## src/rtl/imem_arbiter.sv

```systemverilog
// Single-port SRAM arbiter: boot writes take priority during boot, instr/data share round-robin.
// Grant is combinational in the request cycle; the response (rvalid/rdata/err) follows one cycle later.
module imem_arbiter #(
    parameter int MEM_AW = 10,
    parameter int DW     = 32
) (
    input  logic              clk,
    input  logic              rst_n,
    input  logic              boot_active,
    input  logic              boot_req,
    input  logic [31:0]       boot_addr,
    input  logic [DW-1:0]     boot_wdata,
    output logic              boot_gnt,
    input  logic              instr_req,
    input  logic [31:0]       instr_addr,
    output logic              instr_gnt,
    output logic              instr_rvalid,
    output logic [DW-1:0]     instr_rdata,
    output logic              instr_err,
    input  logic              data_req,
    input  logic              data_we,
    input  logic [DW/8-1:0]   data_be,
    input  logic [31:0]       data_addr,
    input  logic [DW-1:0]     data_wdata,
    output logic              data_gnt,
    output logic              data_rvalid,
    output logic [DW-1:0]     data_rdata,
    output logic              data_err,
    output logic              mem_req,
    output logic              mem_we,
    output logic [DW/8-1:0]   mem_be,
    output logic [MEM_AW-1:0] mem_addr,
    output logic [DW-1:0]     mem_wdata,
    input  logic [DW-1:0]     mem_rdata
);

    typedef enum logic [1:0] {
        OWN_NONE  = 2'd0,
        OWN_INSTR = 2'd1,
        OWN_DATA  = 2'd2
    } owner_t;

    typedef enum logic {
        LAST_INSTR = 1'b0,
        LAST_DATA  = 1'b1
    } last_t;

    owner_t      r_resp_owner;
    logic        r_resp_err;
    logic        r_resp_we;
    last_t       r_last;

    logic        w_boot_gnt;
    logic        w_instr_gnt;
    logic        w_data_gnt;
    logic        w_core_gnt;
    logic        w_in_range;
    logic        w_mem_req;
    logic [31:0] w_sel_addr;
    logic [DW-1:0] w_resp_rdata;
    logic        w_unused_addr_lsb;

    // With both ports requesting, the port that was not served last wins.
    assign w_boot_gnt  = boot_active & boot_req;
    assign w_instr_gnt = ~boot_active & instr_req & (~data_req  | (r_last == LAST_DATA));
    assign w_data_gnt  = ~boot_active & data_req  & (~instr_req | (r_last == LAST_INSTR));
    assign w_core_gnt  = w_instr_gnt | w_data_gnt;

    assign boot_gnt  = w_boot_gnt;
    assign instr_gnt = w_instr_gnt;
    assign data_gnt  = w_data_gnt;

    always_comb begin
        w_sel_addr = '0;
        if (w_boot_gnt) begin
            w_sel_addr = boot_addr;
        end else if (w_instr_gnt) begin
            w_sel_addr = instr_addr;
        end else if (w_data_gnt) begin
            w_sel_addr = data_addr;
        end
    end

    assign w_in_range        = ((w_sel_addr >> (MEM_AW + 2)) == 32'd0);
    assign w_mem_req         = (w_boot_gnt | w_core_gnt) & w_in_range;
    assign w_unused_addr_lsb = ^w_sel_addr[1:0];

    assign mem_req = w_mem_req;

    always_comb begin
        mem_we    = 1'b0;
        mem_be    = '0;
        mem_addr  = '0;
        mem_wdata = '0;
        if (w_mem_req) begin
            mem_addr = w_sel_addr[MEM_AW+1:2];
            if (w_boot_gnt) begin
                mem_we    = 1'b1;
                mem_be    = '1;
                mem_wdata = boot_wdata;
            end else if (w_data_gnt) begin
                mem_we    = data_we;
                mem_be    = data_be;
                mem_wdata = data_wdata;
            end else begin
                mem_be    = '1;
            end
        end
    end

    // Boot writes get no response slot; out-of-range boot writes vanish here.
    always_ff @(posedge clk or negedge rst_n) begin
        if (!rst_n) begin
            r_resp_owner <= OWN_NONE;
            r_resp_err   <= 1'b0;
            r_resp_we    <= 1'b0;
            r_last       <= LAST_INSTR;
        end else begin
            r_resp_err <= w_core_gnt & ~w_in_range;
            r_resp_we  <= w_data_gnt & data_we;
            if (w_instr_gnt) begin
                r_resp_owner <= OWN_INSTR;
                r_last       <= LAST_INSTR;
            end else if (w_data_gnt) begin
                r_resp_owner <= OWN_DATA;
                r_last       <= LAST_DATA;
            end else begin
                r_resp_owner <= OWN_NONE;
            end
        end
    end

    assign w_resp_rdata = (r_resp_err | r_resp_we) ? '0 : mem_rdata;

    assign instr_rvalid = (r_resp_owner == OWN_INSTR);
    assign instr_err    = instr_rvalid & r_resp_err;
    assign instr_rdata  = instr_rvalid ? w_resp_rdata : '0;

    assign data_rvalid  = (r_resp_owner == OWN_DATA);
    assign data_err     = data_rvalid & r_resp_err;
    assign data_rdata   = data_rvalid ? w_resp_rdata : '0;

endmodule

```

## config.mk

```make
export PLATFORM = sky130hd
export DESIGN_NAME = imem_arbiter
export DESIGN_NICKNAME = d
export VERILOG_FILES = /design/src/rtl/imem_arbiter.sv
export SDC_FILE = /design/constraint.sdc
export NUM_CORES = 1
export LEC_CHECK = 0
export ABC_AREA = 1
export CORE_AREA = 2 2 125 127
export CTS_BUF_LIST = sky130_fd_sc_hd__clkbuf_2
export DETAILED_ROUTE_END_ITERATION = 8
export DIE_AREA = 0 0 127 129
export DONT_BUFFER_PORTS = 1
export MAX_ROUTING_LAYER = met4
export PLACE_DENSITY = 0.35
export SLEW_MARGIN = 5
export SYNTH_ARGS = -nofsm -noshare
export SYNTH_HDL_FRONTEND = slang
export SYNTH_SLANG_ARGS = --single-unit
```

## constraint.sdc

```tcl
create_clock -name clk -period 2.8 [get_ports clk]
set_clock_uncertainty 0.15 [all_clocks]
set_input_delay 0.56 -clock clk [delete_from_list [all_inputs] [get_ports clk]]
set_output_delay 0.56 -clock clk [all_outputs]
set_load 0.005 [all_outputs]
```

==> results.py <==
metrics = {
    "run_status": {
        "outcome": "finished clean",
    },
    "sta": {
        "min_period_over_period_pct": 90.63,
        "worst_pin_slew_ps": 1016,
        "maxSlewHeadroom_pct": 32.24,
        "fmax_mhz": 394.1,
        "setup_slack_ps": 262.4,
        "hold_violations": 0,
        "finalSetupViolCount": 0,
        "tns_ps": 0,
        "rsz0062_at_grt": "no",
        "slew_viol_final": 0,
        "period_needed_ps": 2538,
    },
    "global_route": {
        "grt_max_degree": 65,
        "antenna_found_initial": 0,
        "gr-usage-all-layers_pct": 8.351,
        "grt_pass1_vias": 2176,
        "grt_overflow": 0,
        "grt_pass1_wl_mm": 10.54,
    },
    "layout": {
        "antenna_cells": 0,
        "multi_input_area_um2": 1510,
        "synthToLayoutAreaGrowth_pct": 9.026,
        "final_util_pct": 15.34,
        "n_fill_cell": 1733,
        "layout-drive-gt1-share_pct": 9.286,
        "regArea_um2": 125.1,
        "final_area_um2": 2297,
        "layout.nets": 624,
    },
    "route": {
        "drt-pass1-iter-count": 4,
        "antenna_left": 0,
        "drc": 0,
        "drt_wl_total_mm": 7.779,
        "num_vias": 2602,
        "wl_per_cell_um": 12.79,
        "avgViaCountPerCell": 4.280,
        "drt_iter0_markers": 71,
    },
    "clocking": {
        "cts-buffers-inserted": 3,
        "clk_pin_slew_ps": 60,
        "clockBufferDepth": 2,
        "cts_max_level": 1,
        "clock_sinks": 5,
        "ctsResizeCount": 0,
        "cts-root-buf": "clkbuf_2",
        "cts_tree": "yes",
        "worstSkewPairLatency_ps": 220,
        "post-cts-setup-buffers": 0,
        "cts_hold_buf": 1,
    },
    "placed_design": {
        "placed_area_um2": 2267,
        "place_hpwl_mm": 6.725,
        "portBuffers": 0,
        "dpl_worst_slack_ps": 194.7,
        "gp_congestion": 0.7287,
    },
    "worst_setup_path": {
        "cpPeakStageDelay_ps": 590,
        "cp_num_buf_inv": 2,
        "rr_startpoint": "r_last",
        "arrival_ps": 1830,
        "end_kind": "output pin",
        "crit_fanout": 42,
        "startpoint_type": "primary input",
        "cp_common_cell": "nand2_1",
        "startpoint": "boot_active",
        "crit_chain": "nand2_1 > inv_2 > nand2_1 > nand2_1 > inv_1 > nor2_1",
        "crit_required_ps": 2090,
        "crit_path_top_delay_cell": "inv_2",
        "critPathKind": "in -> out",
        "crit_family": "simple AND/OR/NAND/NOR gates",
    },
    "synth": {
        "synth_edf_count": 0,
        "yosysTopAreaCell": "nand2_1",
        "synthFlopType": "dfrtp_1",
        "syn_inst": 436,
        "ys_seq_elements": 5,
        "synthTopCellsByArea": "nand2_1 (23%), nor3_1 (15%), inv_1 (15%)",
        "async_flop_share_pct": 100.0,
        "syn_area_um2": 2107,
        "yosysTopAreaCellShare_pct": 22.62,
        "ys_seq_area_share_pct": 5.938,
        "yosys_warnings": 0,
        "syn_nets": 639,
        "synth_common_cells": "nand2_1 (127), inv_1 (84), nor2_1 (84), nor3_1 (64), nor2_4 (21)",
        "netlist-cell-type-count": 19,
        "synth.most_common_cell": "nand2_1",
        "syn_avg_cell_area_um2": 4.833,
    },
    "power_and_ir_drop": {
        "p_comb_share_pct": 68.5,
        "switchingPower_mw": 0.2729,
        "internal_power_mw": 0.2108,
        "irDropWorstVdd_uv": 89.75,
        "p_per_area_nw_per_um2": 210.5,
        "switching_share_pct": 56.42,
        "pwr-share-seq_pct": 17.0,
        "pwr-share-clk_pct": 14.4,
        "p_leak_nw": 1.071,
        "power_mw": 0.4837,
    },
    "floorplan": {
        "design.core.area_um2": 14980,
        "die_w_um": 127,
        "initial_core_util_pct": 14.07,
        "rows": 45,
        "die-area_um2": 16380,
        "dieHeight_um": 129,
        "ios": 322,
    },
    "worst_hold_path": {
        "hp-class": "in -> reg",
        "min_from": "data_we",
    },
    "run": {
        "cap_viol_max_count": 0,
    },
}
layout by cell type, fill, tap and decap left out:
cell and instances:
a221oi_1 9, a31oi_1 1, buf_12 2, buf_4 4
clkbuf_2 4, dfrtp_1 5, dlygate4sd3_1 1, inv_1 84
inv_2 3, nand2_1 127, nand2_2 1, nand3_1 3
nand4_4 1, nor2_1 84, nor2_2 2, nor2_4 21
nor3_1 64, o21ai_0 3, or2_2 1
flip-flops by register name, summed over array words and instances (netlist names):
name / cells
r_resp_owner: 2
r_resp_err: 1
r_resp_we: 1
r_last: 1
through the flow:
stage               hold WS (ps)  instances
floorplan                  114.4        436
global placement           114.9        603
detailed placement         114.9        603
CTS                        327.0        608
global route               333.9        608
finish                     328.9        608
cell type report:
cell class,count,area share (%)
clock buffer,4,0.8715
inverter,87,14.22
multi-input combinational,317,65.74
sequential,5,5.447
tap,188,10.24
timing repair buffer,7,3.486
layer usage:
metal,global-route usage (%),up-vias,wire (µm)
met5,-,-,0
met4,2.715,0,163
met3,1.081,6,718
met2,16.67,199,4047
met1,8.329,1127,2849
li1,-,1270,-
kinds of logic after synthesis:
kind of cell,share of synthesized area [%]
and+or+nand+nor,66.51
buffers and inverters,22.80
AOI/OAI and AO/OA,4.751
DFF,5.938
power groups by stage:
| stage | clock network (mW) | logic (mW) | registers (mW) |
|---|---|---|---|
| floorplan | 0 | 0.285 | 0.0824 |
| global placement | 0 | 0.328 | 0.0844 |
| detailed placement | 0 | 0.336 | 0.0836 |
| CTS | 0.0723 | 0.338 | 0.0825 |
| global route | 0.0778 | 0.373 | 0.0831 |
| finish | 0.0698 | 0.332 | 0.0823 |
final timing paths:
| path | to | slack, ps | cells after the start |
|---|---|---|---|
| min reg2reg | r_last | 460 | 2 |
| max | mem_wdata[20] | 260 | 6 |
| min | r_resp_we | 330 | 2 |
| max reg2reg | r_resp_err | 1420 | 7 |
| min in group asynchronous | r_resp_we | 480 | 1 |
| max in group asynchronous | r_resp_owner[1] | 1810 | 1 |
Power figures use the tool's default switching activity.
